==> src/rtl/ddfs_pkg.sv <==
// Shared types and constants for the DDFS note sequencer and its DDFS consumer.
package ddfs_pkg;

  localparam int PHASE_WIDTH = 30;
  localparam int ENV_WIDTH   = 16;
  localparam int DUR_WIDTH   = 16;
  localparam int NOTE_AW     = 4;
  localparam int NOTE_DEPTH  = 16;

  localparam logic [ENV_WIDTH-1:0] ENV_ONE = 16'h4000;

  typedef struct packed {
    logic [PHASE_WIDTH-1:0] fccw;
    logic [DUR_WIDTH-1:0]   dur;
  } note_t;

  typedef enum logic [2:0] {
    IDLE    = 3'd0,
    LOAD    = 3'd1,
    ATTACK  = 3'd2,
    SUSTAIN = 3'd3,
    RELEASE = 3'd4
  } seq_state_t;

  // Index of the last note in a pass; a length of 0 plays one note, lengths above 16 play all 16.
  function automatic logic [NOTE_AW-1:0] last_idx(input logic [4:0] len);
    if (len == 5'd0) return '0;
    if (len >= 5'd16) return '1;
    return len[NOTE_AW-1:0] - 4'd1;
  endfunction

endpackage

==> src/rtl/ddfs_seq_tick_gen.sv <==
// tick_gen: free-running mod-DIV divider producing a registered one-cycle tick.
// i_clr restarts the count so the first tick lands DIV+1 cycles after the clear.
module tick_gen #(
  parameter int DIV = 100000
) (
  input  logic clk,
  input  logic reset_n,
  input  logic i_clr,
  output logic o_tick
);

  localparam int CW = (DIV > 1) ? $clog2(DIV) : 1;

  logic [CW-1:0] r_cnt;
  logic          r_tick;
  logic          w_wrap;

  assign w_wrap = (r_cnt == CW'(DIV - 1));
  assign o_tick = r_tick;

  always_ff @(posedge clk or negedge reset_n) begin
    if (!reset_n) begin
      r_cnt  <= '0;
      r_tick <= 1'b0;
    end else if (i_clr) begin
      r_cnt  <= '0;
      r_tick <= 1'b0;
    end else begin
      r_cnt  <= w_wrap ? '0 : r_cnt + 1'b1;
      r_tick <= w_wrap;
    end
  end

endmodule

==> src/rtl/ddfs_seq.sv <==
// ddfs_seq: plays a 16-entry note table into a DDFS as fccw plus an attack/sustain/release envelope.
// Define DDFS_SEQ_LOOP_EN to honour the loop input; without it the sequence ends after one pass.
module ddfs_seq
  import ddfs_pkg::*;
#(
  parameter int                   TICK_DIV = 100000,
  parameter logic [ENV_WIDTH-1:0] ATK_STEP = 16'h0400,
  parameter logic [ENV_WIDTH-1:0] REL_STEP = 16'h0200
) (
  input  logic                   clk,
  input  logic                   reset_n,
  input  logic                   wr_en,
  input  logic [NOTE_AW-1:0]     wr_addr,
  input  logic [PHASE_WIDTH-1:0] wr_fccw,
  input  logic [DUR_WIDTH-1:0]   wr_dur,
  input  logic [4:0]             seq_len,
  input  logic                   start,
  input  logic                   stop,
  input  logic                   loop,
  output logic [PHASE_WIDTH-1:0] fccw,
  output logic [ENV_WIDTH-1:0]   env,
  output logic                   busy,
  output logic [NOTE_AW-1:0]     note_idx,
  output logic                   done,
  output seq_state_t             dbg_state
);

  note_t                  r_table [NOTE_DEPTH];
  note_t                  r_rd;
  seq_state_t             r_state, w_state_nxt;
  logic [PHASE_WIDTH-1:0] r_fccw, w_fccw_nxt;
  logic [ENV_WIDTH-1:0]   r_env, w_env_nxt, w_env_up, w_env_dn;
  logic [ENV_WIDTH:0]     w_env_sum;
  logic [NOTE_AW-1:0]     r_note_idx, w_idx_nxt, w_last_idx;
  logic [DUR_WIDTH-1:0]   r_dur, w_dur_nxt, r_dur_cnt, w_dur_cnt_nxt, w_dur_inc;
  logic                   r_busy, r_done, w_done_nxt;
  logic                   r_stop_lat, w_stop_lat_nxt;
  logic                   w_go_idle, w_tick, w_tick_clr, w_loop;

`ifdef DDFS_SEQ_LOOP_EN
  assign w_loop = loop;
`else
  logic w_unused_loop;
  assign w_loop        = 1'b0;
  assign w_unused_loop = loop;
`endif

  tick_gen #(.DIV(TICK_DIV)) u_tick_gen (
    .clk     (clk),
    .reset_n (reset_n),
    .i_clr   (w_tick_clr),
    .o_tick  (w_tick)
  );

  // Table read is addressed by the next index so LOAD finds its entry already registered.
  always_ff @(posedge clk) begin
    if (wr_en) r_table[wr_addr] <= note_t'{fccw: wr_fccw, dur: wr_dur};
    r_rd <= r_table[w_idx_nxt];
  end

  assign w_env_sum  = {1'b0, r_env} + {1'b0, ATK_STEP};
  assign w_env_up   = (w_env_sum >= {1'b0, ENV_ONE}) ? ENV_ONE : w_env_sum[ENV_WIDTH-1:0];
  assign w_env_dn   = (r_env > REL_STEP) ? (r_env - REL_STEP) : '0;
  assign w_dur_inc  = r_dur_cnt + 16'd1;
  assign w_last_idx = last_idx(seq_len);

  always_comb begin
    w_state_nxt    = r_state;
    w_fccw_nxt     = r_fccw;
    w_env_nxt      = r_env;
    w_idx_nxt      = r_note_idx;
    w_dur_nxt      = r_dur;
    w_dur_cnt_nxt  = r_dur_cnt;
    w_stop_lat_nxt = r_stop_lat;
    w_done_nxt     = 1'b0;
    w_go_idle      = 1'b0;
    w_tick_clr     = 1'b0;

    case (r_state)
      IDLE: begin
        w_stop_lat_nxt = 1'b0;
        if (start && !stop) begin
          w_idx_nxt   = '0;
          w_state_nxt = LOAD;
        end
      end

      LOAD: begin
        w_tick_clr    = 1'b1;
        w_dur_cnt_nxt = '0;
        if (stop || (r_rd.dur == '0)) begin
          w_go_idle = 1'b1;
        end else begin
          w_fccw_nxt  = r_rd.fccw;
          w_env_nxt   = '0;
          w_dur_nxt   = r_rd.dur;
          w_state_nxt = ATTACK;
        end
      end

      ATTACK: begin
        if (stop) begin
          w_stop_lat_nxt = 1'b1;
          w_state_nxt    = RELEASE;
        end else if (w_tick) begin
          // Duration expiry wins over reaching full scale on the same tick.
          w_env_nxt     = w_env_up;
          w_dur_cnt_nxt = w_dur_inc;
          if (w_dur_inc == r_dur)       w_state_nxt = RELEASE;
          else if (w_env_up == ENV_ONE) w_state_nxt = SUSTAIN;
        end
      end

      SUSTAIN: begin
        if (stop) begin
          w_stop_lat_nxt = 1'b1;
          w_state_nxt    = RELEASE;
        end else if (w_tick) begin
          w_dur_cnt_nxt = w_dur_inc;
          if (w_dur_inc == r_dur) w_state_nxt = RELEASE;
        end
      end

      RELEASE: begin
        if (stop) w_stop_lat_nxt = 1'b1;
        if (r_env == '0) begin
          if (r_stop_lat || stop) begin
            w_go_idle = 1'b1;
          end else if (r_note_idx < w_last_idx) begin
            w_idx_nxt   = r_note_idx + 4'd1;
            w_state_nxt = LOAD;
          end else if (w_loop) begin
            w_idx_nxt   = '0;
            w_state_nxt = LOAD;
          end else begin
            w_go_idle = 1'b1;
          end
        end else if (w_tick) begin
          w_env_nxt = w_env_dn;
        end
      end

      default: w_go_idle = 1'b1;
    endcase

    if (w_go_idle) begin
      w_state_nxt    = IDLE;
      w_fccw_nxt     = '0;
      w_env_nxt      = '0;
      w_stop_lat_nxt = 1'b0;
      w_done_nxt     = 1'b1;
    end
  end

  always_ff @(posedge clk or negedge reset_n) begin
    if (!reset_n) begin
      r_state    <= IDLE;
      r_fccw     <= '0;
      r_env      <= '0;
      r_note_idx <= '0;
      r_dur      <= '0;
      r_dur_cnt  <= '0;
      r_stop_lat <= 1'b0;
      r_busy     <= 1'b0;
      r_done     <= 1'b0;
    end else begin
      r_state    <= w_state_nxt;
      r_fccw     <= w_fccw_nxt;
      r_env      <= w_env_nxt;
      r_note_idx <= w_idx_nxt;
      r_dur      <= w_dur_nxt;
      r_dur_cnt  <= w_dur_cnt_nxt;
      r_stop_lat <= w_stop_lat_nxt;
      r_busy     <= (w_state_nxt != IDLE);
      r_done     <= w_done_nxt;
    end
  end

  assign fccw      = r_fccw;
  assign env       = r_env;
  assign busy      = r_busy;
  assign note_idx  = r_note_idx;
  assign done      = r_done;
  assign dbg_state = r_state;

endmodule

==> config.mk <==
export PLATFORM = sky130hd
export DESIGN_NAME = ddfs_seq
export DESIGN_NICKNAME = d
export VERILOG_FILES = /design/src/rtl/ddfs_pkg.sv /design/src/rtl/ddfs_seq_tick_gen.sv /design/src/rtl/ddfs_seq.sv
export SDC_FILE = /design/constraint.sdc
export NUM_CORES = 1
export LEC_CHECK = 0
export ABC_AREA = 1
export CELL_PAD_IN_SITES_DETAIL_PLACEMENT = 1
export CELL_PAD_IN_SITES_GLOBAL_PLACEMENT = 1
export CORE_ASPECT_RATIO = 1.4
export CORE_MARGIN = 3
export CORE_UTILIZATION = 30
export CTS_BUF_LIST = sky130_fd_sc_hd__clkbuf_4 sky130_fd_sc_hd__clkbuf_8
export DETAILED_ROUTE_END_ITERATION = 10
export DONT_BUFFER_PORTS = 1
export PLACE_DENSITY_LB_ADDON = 0.1
export SYNTH_ARGS = -nofsm -noshare
export SYNTH_HDL_FRONTEND = slang
export SYNTH_SLANG_ARGS = --single-unit
==> constraint.sdc <==
create_clock -name clk -period 2.2 [get_ports clk]
set_input_delay 0.11 -clock clk [delete_from_list [all_inputs] [get_ports clk]]
set_output_delay 0.11 -clock clk [all_outputs]
set_load 0.01 [all_outputs]
Yosys cells after proc, flatten, opt, wreduce, memory -nomap -nowiden
Memories as Yosys holds them, arrays and structs flattened. A register that Yosys moved wholly into a read port is not among the register bits.
Index checks and enable logic that the tools add are counted.
{ "word_totals": {"ramBits": 736, "input_bits": 61, "wordCells": 116, "latch_bits": 0, "output_inout_bits": 55, "mem_count": 1, "romBits": 0, "regBits": 106} }
{ "memory_table": {"columns": ["name", "words", "width", "read_ports", "rd_ports_with_merged_regs", "write_ports", "line_no", "text"], "rows": [
  ["r_table", 16, 46, 1, 1, 1, "ddfs_seq.sv:28", "note_t r_table [NOTE_DEPTH];"]
]} }
{ "op_classes": {"n_bitwise": 1, "n_mul": 0, "div_mod_pow": 0, "reduce_logical": 21, "n_eq_ne": 16, "shifts": 0, "order_cmp": 4, "mux": 56, "addsub": 6} }
{ "ops": {"columns": ["operator", "count"], "rows": [
  ["2-to-1 mux 16 bit", 10],
  ["2-to-1 mux 30 bit", 3],
  ["case mux 16 bit (3 select lines)", 1],
  ["2-to-1 mux 3 bit", 13],
  ["2-to-1 mux 17 bit", 2],
  ["zero test 16 bit", 2],
  ["2-to-1 mux 4 bit", 8],
  ["case mux 16 bit (2 select lines)", 1],
  ["adder 16 x 11 -> 17 bit, second input constant", 1],
  ["adder 17 x 1 -> 17 bit, second input constant", 1],
  ["== test 17 bit, second input constant", 1],
  [">= comparator 17 x 15 -> 1 bit, second input constant", 1],
  ["adder 16 x 1 -> 16 bit, second input constant", 1],
  ["== test 16 x 15 -> 1 bit, second input constant", 1],
  ["== test 16 bit", 1],
  ["greater-than comparator 16 x 10 -> 1 bit, second input constant", 1],
  ["subtractor 16 x 10 -> 16 bit, second input constant", 1],
  ["case mux 3 bit (5 select lines)", 1],
  ["2-to-1 mux 1 bit", 14],
  ["inequality test 3 bit, second input constant", 3],
  ["case mux 4 bit (2 select lines)", 1],
  ["== test 3 x 2 -> 1 bit, second input constant", 2],
  ["inequality test 3 x 2 -> 1 bit, second input constant", 2],
  ["AND reduction 2 bit", 3],
  ["24 further kinds", 29]
]} }

Logic depth before layout (Yosys ltp)
Gate-level depths: netlist of run 1.
{ "logic_depth": {"depth_word": 12, "depth_mapped": 21, "depth_no_buf": 19} }

By module
From an unflattened synthesis of run 1, not the netlist that was laid out.
{ "unflattened": {"cells_unflattened": 3765, "hier_area_um2": 39105.0} }
{ "by_module_without_submodules": {"columns": ["mod", "seq_area_each_um2", "cells_per_inst", "n_inst", "area_per_inst_um2"], "rows": [
  ["ddfs_seq", 25224.2, 3622, 1, 38092.8],
  ["tick_gen", 450.4, 143, 1, 1012.2]
]} }

Worst setup path before layout of run 1
Ideal clock, no wire load.
{ "synth_path": {"path_type": "input to register", "start": "in wr_addr[2]", "end": "mem r_table[10][0] (netlist bit), enable pin", "path_buffers": 0, "arrival_time_ns": 2.259, "slack_ns": -0.509, "path_stages": 2, "setup_ns": 0.450, "required_ns": 1.750, "cell_sequence": "nand3b_1 nor2_1"} }
{ "synth_lines": {"columns": ["element", "line_no", "text"], "rows": [
  ["from (decl)", "ddfs_seq.sv:13", "input logic [NOTE_AW-1:0] wr_addr,"],
  ["to (decl)", "ddfs_seq.sv:28", null]
]} }
Straight into the memory's write port.

Worst setup path after layout of run 1
{ "layout_path": {"start": "reg r_env[10], in the netlist env[10]", "end": "reg, netlist name r_rd[19]"} }
{ "layout_via": {"elab_chain_cells": 3} }
{ "layout_lines": {"columns": ["element", "line_no", "text"], "rows": [
  ["from (decl)", "ddfs_seq.sv:32", "logic [ENV_WIDTH-1:0] r_env, w_env_nxt, w_env_up, w_env_dn;"],
  ["from (signal assigned)", "ddfs_seq.sv:169", "r_env <= w_env_nxt;"],
  ["zero test 16 bit", "ddfs_seq.sv:126", "if (r_env == '0) begin"],
  ["2-to-1 mux 4 bit", "ddfs_seq.sv:126", null],
  ["case mux 4 bit (2 select lines)", "ddfs_seq.sv:79", "case (r_state)"]
]} }
Every way passes these cells.
A chain may end at the register's enable or synchronous reset.

==> results of run 1 <==
==> cells by family (layout without fill, tap and decap cells) <==
| logic type | after synthesis | count (layout) |
|---|---|---|
| fa+ha+maj | 13 | 13 |
| buf+inv | 853 | 1387 |
| simple gates | 1827 | 1827 |
| other cells | 0 | 8 |
| flops | 888 | 888 |
| compound gates | 112 | 112 |
| xor+xnor | 17 | 17 |
==> through the flow <==
stage          setup slack, ps  setup TNS [ps]  util, %
5_1_grt                   -630          -37750     40.3
2_1_floorplan             -509         -236200        -
3_3_place_gp              -596          -32100     34.1
4_1_cts                   -497          -23320     37.9
6_report                  -471          -21350     40.3
3_5_place_dp              -635          -34880     34.1
==> per-layer routing <==
metal / global-route usage (%) / up-vias / part of all wire [%]
met5: 0 / - / 0
met4: 4.83 / 0 / 1.9
met3: 3.50 / 173 / 3.5
met2: 33.8 / 463 / 50
met1: 24.9 / 14600 / 45
li1: - / 13300 / -
==> area by class of cell <==
class	count	area [sq um]	area share, %
well taps	1727	2160	4.19
clock buffers	245	2970	5.74
repair buffers	461	6130	11.9
multi-input cells	1969	12000	23.3
diodes	8	20.0	0.0388
clock inverters	33	193	0.373
flip-flops and latches	888	25700	49.7
inverters	648	2450	4.75
==> cells in the mapped netlist (all sizes together) <==
cell    count
nor3       16
ha         13
a21oi      45
nor2      106
a21boi      1
xor2       14
nand3b    189
a311oi      1
xnor2       2
inv       648
a211o       1
o21ai      42
nor4        4
clkbuf     63
dfrtp     106
a211oi      1
nand2     632
nor3b       3
o21a        1
o22ai      17
dfxtp      46
edfxtp    736
nand4      15
a31oi       2
nand3     861
or2         1
o211a       1
buf       142
xnor3       1
==> flip-flops by register name, summed over array words and instances (netlist names), 3 cells and up <==
| register | count |
|---|---|
| r_table | 736 |
| r_rd | 46 |
| fccw | 30 |
| u_tick_gen.r_cnt | 17 |
| env | 16 |
| r_dur | 16 |
| r_dur_cnt | 16 |
| note_idx | 4 |
| dbg_state | 3 |
==> critical path, stage by stage, from the launching register on <==
cell     delay, ps
dfrtp_2        400
inv_2           80
ha_4           130
inv_2           40
nor2_2          70
nand2_1         60
nor2_2         100
nand2_2        100
nor2_4         150
nand3_4        110
nand2_4         80
nand3_4        150
nand2_8        180
buf_12         140
buf_16         160
buf_12         130
buf_16         150
nand2_4         50
nand3_2         60
nand3_2         70
nand3_1         80
nand2_1         60
==> how the worst max path moves through the flow <==
stage / startpoint / to / slack [ps] / cells past startpoint
2_1_floorplan: wr_addr[2] / r_table[10][0] / -510 / 2
3_3_place_gp: seq_len[0] / r_rd[18] / -600 / 19
3_5_place_dp: seq_len[0] / r_rd[17] / -640 / 19
4_1_cts: env[10] / r_rd[32] / -500 / 19
5_1_grt: env[10] / r_rd[22] / -630 / 21
6_report: env[10] / r_rd[19] / -470 / 21
==> what timing repair did <==
action	4_1_cts	5_1_grt
setup buffers	24	28
hold buffers	60	0
pin swaps	31	198
gates cloned	9	36
gates resized for setup	128	488
endpoints found under the hold margin	1049	0
setup endpoints to repair	100	103
==> power by group through the flow <==
stage	Clock, mW	Sequential, mW	Combinational, mW
2_1_floorplan	0	20.6	11.0
4_1_cts	16.2	20.8	21.4
3_3_place_gp	0	21.1	19.4
5_1_grt	16.9	20.8	27.6
3_5_place_dp	0	21.1	19.5
6_report	15.7	20.7	25.4
==> results_dict.tcl, run 1 <==
set metrics [dict create \
    boundaryPins 116 \
    report.final.slew_viol_count 0 \
    coreArea_sq_um 128000 \
    comb_power_share_pct 41.1 \
    clkSinkCount 888 \
    syn-cell-area_sq_um 38900 \
    rrSetupSlack_ps -470 \
    postSynthAreaPerCell_sq_um 10.5 \
    violations "negative setup slack" \
    synthCells 3710 \
    outcome "finished with violations" \
    fin_area_sq_um 51600 \
    first_global_vias 29700 \
    p_total_mw 61.8 \
    rsz0062_at_grt "true" \
    synth_warnings 0 \
    cp.required_ps 2940 \
    layout_setup_ws_ps -471 \
    syn-num-nets 3784 \
    hold_viol 0 \
    r2r_cells 21 \
    tightest_slew_ps 707 \
    clk_latency_ps 870 \
    synth_area_leaders "edfxtp_1, nand3_1, dfrtp_1, inv_1, nand2_1" \
    initial_core_util_pct 30.4 \
    grt_max_degree 107 \
    p_int_mw 38.9 \
    skew_ps 46.5 \
    yosys.cell_types.count 43 \
    dpl.hpwl_um 75900 \
    synth_top_family_by_area "simple AND/OR/NAND/NOR gates" \
    antenna_found_initial 8 \
    fmax_ghz 0.374 \
    power_switching_mw 22.9 \
    grt_pass1_wl_um 194000 \
    synth-xor-area-share_pct 0.418 \
    synth_fa_ha_area_share_pct 0.418 \
    seq_area_frac_synth_pct 65.9 \
    final_common_cell "edfxtp_1" \
    drc 0 \
    whs_ps 208 \
    worstSetupPathType "reg2reg" \
    startpoint_type "register" \
    ys_seq_elements 888 \
    p_clk_share_pct 25.3 \
    synth_top_area_share_pct 56.7 \
    synthMuxAreaShare_pct 0 \
    p_seq_share_pct 33.5 \
    post_drt_wl_per_cell_um 22.8 \
    die_area_sq_um 134000 \
    cts-root-buf "clkbuf_8" \
    grt-ovfl-total 0 \
    p_sw_share_pct 37.1 \
    min_to "dbg_state[0]" \
    path_max_fanout 8 \
    hp-start "seq_len[0]" \
    syn2layout_area_growth_pct 32.6 \
    wirelength_um 136000 \
    die_y_um 432 \
    port_buffers 0 \
    die-width_um 311 \
    hold_depth 9 \
    fill_cells 13800 \
    synth_top_area_cell "edfxtp_1" \
    setup_viol 88 \
    clkTransAtPathRegs_ps 60 \
    arrival_ps 3410 \
    layout_worst_path_cycle_share_pct 121 \
    first_iter_violations 1501 \
    r2r_start "env[10]" \
    cts_buffer_depth 3 \
    layout.nets 4194 \
    place_inst 5539 \
    rr_endpoint "r_rd[19]" \
    stdcell_count 5979 \
    p_per_area_nw_per_um2 1200 \
    finalCriticalPeriod_ps 2670 \
    track_usage_pct 19.4 \
    dpl-instance-area_sq_um 43700 \
    cellLeakagePower_nw 21.4 \
    cts_buffers 152 \
    via_count 28500 \
    maxCapViolCount 0 \
    hold_path_class "in2reg" \
    synth-simple-area-share_pct 22.5 \
    cts_tree "built" \
    drt.antenna.violating_nets 0 \
    num_rows 155 \
    final_cell_mix "edfxtp_1, inv_1, nand3_1, nand2_1, nand3_2" \
    drt_pass1_iterations 5 \
    synth_compound_area_share_pct 1.56 \
    relSlewSlack_pct 52.7 \
    peakVddDrop_mv 0.794 \
    cp-end-kind "register" \
    via_per_inst 4.77 \
    place_congestion 0.762 \
    h-tree-depth 4 \
    drive_gt1_share_pct 27.5 \
]
Power figures use the tool's default switching activity.
==> inputs of run 2 (changes only) <==
--- a/config.mk
+++ b/config.mk
@@ -6,15 +6,12 @@
 export NUM_CORES = 1
 export LEC_CHECK = 0
 export ABC_AREA = 1
-export CELL_PAD_IN_SITES_DETAIL_PLACEMENT = 1
-export CELL_PAD_IN_SITES_GLOBAL_PLACEMENT = 1
 export CORE_ASPECT_RATIO = 1.4
 export CORE_MARGIN = 3
 export CORE_UTILIZATION = 30
 export CTS_BUF_LIST = sky130_fd_sc_hd__clkbuf_4 sky130_fd_sc_hd__clkbuf_8
 export DETAILED_ROUTE_END_ITERATION = 10
 export DONT_BUFFER_PORTS = 1
-export PLACE_DENSITY_LB_ADDON = 0.1
 export SYNTH_ARGS = -nofsm -noshare
 export SYNTH_HDL_FRONTEND = slang
 export SYNTH_SLANG_ARGS = --single-unit
==> results_dict.tcl, run 2 (synthesis gave the netlist of run 1 again) <==
set metrics [dict create \
    outcome "finished with violations" \
    violations "negative setup slack" \
    antenna_found_initial 19 \
    initial_core_util_pct 30.4 \
    largest_reg_flops 736 \
    h-tree-depth 4 \
    track_usage_pct 16.1 \
    clk_latency_ps 820 \
    via_count 28100 \
    rrSetupSlack_ps -430 \
    r2r_cells 19 \
    rr_endpoint "r_rd[0]" \
    fin_tns_setup_ps -18640 \
    first_iter_violations 2362 \
    die_y_um 432 \
    tightest_slew_ps 744 \
    relSlewSlack_pct 50.2 \
    die-width_um 311 \
    largest-register "r_table" \
    min_to "r_table[4][35]" \
    skew_ps 33.0 \
    report.final.slew_viol_count 0 \
    first_global_vias 27700 \
    num_rows 155 \
    boundaryPins 116 \
    p_per_area_nw_per_um2 1150 \
    clkTransAtPathRegs_ps 60 \
    wirelength_um 113000 \
    post_drt_wl_per_cell_um 19.0 \
    maxCapViolCount 0 \
    path_max_fanout 9 \
    hp-start "wr_en" \
    dpl.hpwl_um 65700 \
    drt_pass1_iterations 5 \
    final_cell_mix "nand3_1, edfxtp_1, inv_1, nand2_1, buf_4" \
    grt_pass1_wl_um 167000 \
    arrival_ps 3330 \
    port_buffers 0 \
    peakVddDrop_mv 0.632 \
    fin_area_sq_um 49000 \
    worstSetupPathType "reg2reg" \
    finalCriticalPeriod_ps 2630 \
    cp_slowest_stage_delay_ps 400 \
    cp-end-kind "register" \
    hold_viol 0 \
    startpoint_type "register" \
    setup_viol 63 \
    cts_tree "built" \
    layout_setup_ws_ps -431 \
    r2r_start "env[10]" \
    die_area_sq_um 134000 \
    cp.required_ps 2900 \
    cts_buffers 139 \
    syn2layout_area_growth_pct 25.9 \
    layout_worst_path_cycle_share_pct 120 \
    layout.nets 4136 \
    dpl-instance-area_sq_um 43700 \
    fmax_ghz 0.380 \
    hold_depth 3 \
    whs_ps 106 \
    hold_path_class "in2reg" \
    drc 0 \
    cts_buffer_depth 3 \
    grt-ovfl-total 0 \
    crit_buf_inv 4 \
    final_common_cell "nand3_1" \
    cts-root-buf "clkbuf_8" \
    fill_cells 12300 \
    rsz0062_at_grt "true" \
    clkSinkCount 888 \
    drive_gt1_share_pct 17.9 \
    drt.antenna.violating_nets 0 \
    coreArea_sq_um 128000 \
    path_cells "inv_2 -> ha_4 -> inv_4 -> nor2_4 -> nand2_1 -> nor2_2 -> nand2_2 -> nor2_4 -> nand3_4 -> nand2_4 -> nand3_4 -> nand2_8 -> buf_12 -> buf_4 -> nand2_1 -> nand3_1 -> nand3_1 -> nand3_1 -> nand2_1" \
    cellLeakagePower_nw 20.3 \
    crit_family "simple AND/OR/NAND/NOR gates" \
    critical-path-slowest-cell "dfrtp_2" \
    place_congestion 0.819 \
    via_per_inst 4.75 \
    grt_max_degree 107 \
]
run 2: changes by cell type in the layout (fill, tap and decap cells not counted), moves of 13 or more:
cell / change
nand3_2: -218
buf_8: -13
nand2_2: -95
nand2_1: +125
nand2_4: -30
nand3_1: +225
clkbuf_8: -22
buf_12: -13
run 2: through the flow:
stage                     std cells  worst slack (ps)  utilization (%)  total power, mW
after global placement         5530              -513             34.1             38.8
after floorplan                3710              -509                -             31.5
after CTS                      5880              -408             37.5             55.6
after global routing           5912              -600             38.2             59.6
final                          5918              -431             38.2             56.5
after detailed placement       5530              -533             34.1             38.9
run 2: layout make-up:
cell class | count | area (sq um) | area share, %
Inverter | 648 | 2450 | 5.01
Clock inverter | 41 | 392 | 0.799
Tap cell | 1727 | 2160 | 4.41
Multi-Input combinational cell | 1970 | 10400 | 21.2
Clock buffer | 218 | 2630 | 5.36
Antenna cell | 11 | 27.5 | 0.0562
Timing Repair Buffer | 415 | 5270 | 10.7
Sequential cell | 888 | 25700 | 52.4
run 2: worst max path at each step:
stage,cells after the start,endpoint,start,slack (ps)
CTS,18,r_rd[26],env[10],-410
global route,18,r_rd[21],env[10],-600
finish,19,r_rd[0],env[10],-430
detailed placement,17,r_rd[43],seq_len[0],-530
global placement,19,r_rd[28],seq_len[0],-510
floorplan,2,r_table[10][0],wr_addr[2],-510
run 2: where the power goes:
part | internal [mW] | switching, mW
Clock | 8.35 | 6.59
Combinational | 8.73 | 12.1
Sequential | 19.6 | 1.13
Total | 36.7 | 19.8
run 2: layer usage:
| metal | track usage (%) | share of wire [%] |
|---|---|---|
| met1 | 19.2 | 40 |
| met2 | 29.0 | 51 |
| met3 | 3.24 | 6.2 |
| met4 | 5.21 | 2.7 |
| met5 | 0 | 0.019 |
run 2: repair_timing:
| item | 4_1_cts | 5_1_grt |
|---|---|---|
| setup endpoints to repair | 93 | 104 |
| setup buffers | 21 | 9 |
| hold buffers | 63 | 0 |
| pin swaps | 12 | 33 |
| hold endpoints to repair | 965 | 0 |
| resized for setup | 54 | 107 |
| cloned | 8 | 20 |
run 2: worst reg2reg max path, cell delays in order (launching register included):
cell and delay, ps:
dfrtp_2 400, inv_2 80, ha_4 140, inv_4 40
nor2_4 60, nand2_1 60, nor2_2 120, nand2_2 90
nor2_4 150, nand3_4 110, nand2_4 80, nand3_4 170
nand2_8 270, buf_12 180, buf_4 140, nand2_1 60
nand3_1 80, nand3_1 90, nand3_1 130, nand2_1 60
==> inputs of run 3 (changes only) <==
==> constraint.sdc (replaced) <==
create_clock -name clk -period 2.2 [get_ports clk]
set_input_delay 0.44 -clock clk [delete_from_list [all_inputs] [get_ports clk]]
set_output_delay 0.44 -clock clk [all_outputs]
set_load 0.01 [all_outputs]
==> results_dict.tcl, run 3 (synthesis gave the netlist of run 1 again) <==
set metrics [dict create \
    cp-end-kind "register" \
    layout_setup_ws_ps -448 \
    outcome "finished with violations" \
    port_buffers 0 \
    drt_pass1_iterations 5 \
    rsz0062_at_grt "true" \
    maxCapViolCount 0 \
    place_inst 5490 \
    drc 0 \
    p_per_area_nw_per_um2 1150 \
    hold_viol 106 \
    postCtsHoldBufs 47 \
    first_global_vias 27500 \
    stdcell_count 5897 \
    dpl_worst_slack_ps -814 \
    grt_max_degree 107 \
    die_area_sq_um 134000 \
    arrival_ps 3350 \
    via_count 28200 \
    startpoint_type "register" \
    grt_pass1_wl_um 170000 \
    fin_area_sq_um 49500 \
    initial_core_util_pct 30.4 \
    coreArea_sq_um 128000 \
    boundaryPins 116 \
    post_drt_wl_per_cell_um 19.8 \
    drive_gt1_share_pct 19.8 \
    tightest_slew_ps 673 \
    setup_viol 61 \
    syn2layout_area_growth_pct 27.1 \
    wirelength_um 117000 \
    finalCriticalPeriod_ps 2650 \
    p_seq_share_pct 36.3 \
    report.final.slew_viol_count 0 \
    dpl.hpwl_um 63600 \
    comb_power_share_pct 39.5 \
    p_clk_share_pct 24.2 \
    whs_ps -661 \
    drt.antenna.violating_nets 0 \
    cellLeakagePower_nw 20.4 \
    clk_latency_ps 830 \
    cts_tree "built" \
    worstSetupPathType "reg2reg" \
    power_switching_mw 20.7 \
    violations "negative hold slack, negative setup slack" \
    first_iter_violations 2058 \
    die_y_um 432 \
    dpl-instance-area_sq_um 43400 \
    track_usage_pct 16.6 \
    peakVddDrop_mv 0.793 \
    clkSinkCount 888 \
    antenna_found_initial 20 \
    final_common_cell "nand3_1" \
    cts-root-buf "clkbuf_8" \
    place_congestion 0.841 \
    hold_path_class "in2async" \
    p_int_mw 36.5 \
    relSlewSlack_pct 55.0 \
    largest_reg_flops 736 \
    via_per_inst 4.78 \
    clkTransAtPathRegs_ps 60 \
    fmax_ghz 0.378 \
    h-tree-depth 4 \
    p_total_mw 57.2 \
    layout.nets 4126 \
    largest-register "r_table" \
    die-width_um 311 \
    cts_buffers 136 \
    cp.required_ps 2900 \
    grt-ovfl-total 0 \
    r2r_cells 19 \
    path_max_fanout 8 \
    num_rows 155 \
    p_sw_share_pct 36.2 \
    layout_worst_path_cycle_share_pct 120 \
    skew_ps 39.1 \
    cts_buffer_depth 3 \
    final_cell_mix "nand3_1, edfxtp_1, inv_1, nand2_1, nand3b_1" \
]
run 3: changes by cell type in the layout (fill, tap and decap cells not counted), sizes merged:
| cell | before | now |
|---|---|---|
| clkinvlp | 4 | 5 |
| buf | 333 | 338 |
| nand3 | 861 | 862 |
| bufbuf | 1 | 0 |
| clkbuf | 237 | 231 |
| clkinv | 24 | 27 |
| inv | 655 | 652 |
| bufinv | 6 | 0 |
| dlygate4sd3 | 62 | 47 |
run 3: cell type report:
| class | count | area (sq um) |
|---|---|---|
| fillers | 12300 | 78700 |
| diodes | 11 | 27.5 |
| multi-input cells | 1971 | 10800 |
| clock inverters | 36 | 199 |
| repair buffers | 407 | 5600 |
| inverters | 648 | 2480 |
| well taps | 1727 | 2160 |
| flip-flops and latches | 888 | 25700 |
| clock buffers | 209 | 2530 |
run 3: critical path: stages, from the launching register on:
cell	delay, ps
dfrtp_1	390
inv_2	90
ha_4	140
inv_4	30
nor2_2	60
nand2_1	60
nor2_2	90
nand2_2	90
nor2_4	140
nand4_1	210
nand3_4	150
buf_12	170
buf_16	190
buf_12	130
clkbuf_16	140
nand3b_1	80
nand3_1	100
nand3_1	80
nand3_1	100
nand2_1	50
run 3: through the flow:
| stage | utilization (%) | TNS [ps] |
|---|---|---|
| 5_1_grt | 38.6 | -32350 |
| 3_5_place_dp | 33.9 | -50100 |
| 2_1_floorplan | - | -15950 |
| 6_report | 38.6 | -17880 |
| 3_3_place_gp | 33.9 | -44890 |
| 4_1_cts | 37.4 | -18300 |
run 3: path summary, 6_finish.rpt:
path                                      to  startpoint  slack (ps)
min in group clk                r_dur_cnt[0]        stop         160
worst min register to register      fccw[24]    r_rd[40]         450
worst max register to register      r_rd[40]     env[10]        -450
worst min-delay path                r_dur[5]     reset_n        -660
worst max-delay path                r_rd[40]     env[10]        -450
max in group asynchronous             env[0]     reset_n        2580
run 3: power groups by stage:
stage                     combinational (mW)  clock (mW)  sequential, mW
after floorplan                         11.0           0            20.5
after global placement                  17.5           0            21.2
after detailed placement                17.6           0            21.1
after CTS                               20.4        14.2            20.8
after global routing                    24.3        14.9            20.9
final                                   22.6        13.8            20.8
run 3: timing repair:
action                                 4_1_cts  5_1_grt
endpoints found under the hold margin      847      106
gates cloned                                19       29
buffers inserted                            36       30
pin swaps                                   25      125
gates resized for setup                    121      182
setup endpoints to repair                  101      104
run 3: layer usage:
layer	up-vias	part of all wire (%)	track usage (%)
met5	-	0.0060	0
met4	2	3.0	6.28
met3	246	6.4	3.59
met2	885	50	28.5
met1	13900	41	20.3
li1	13200	-	-
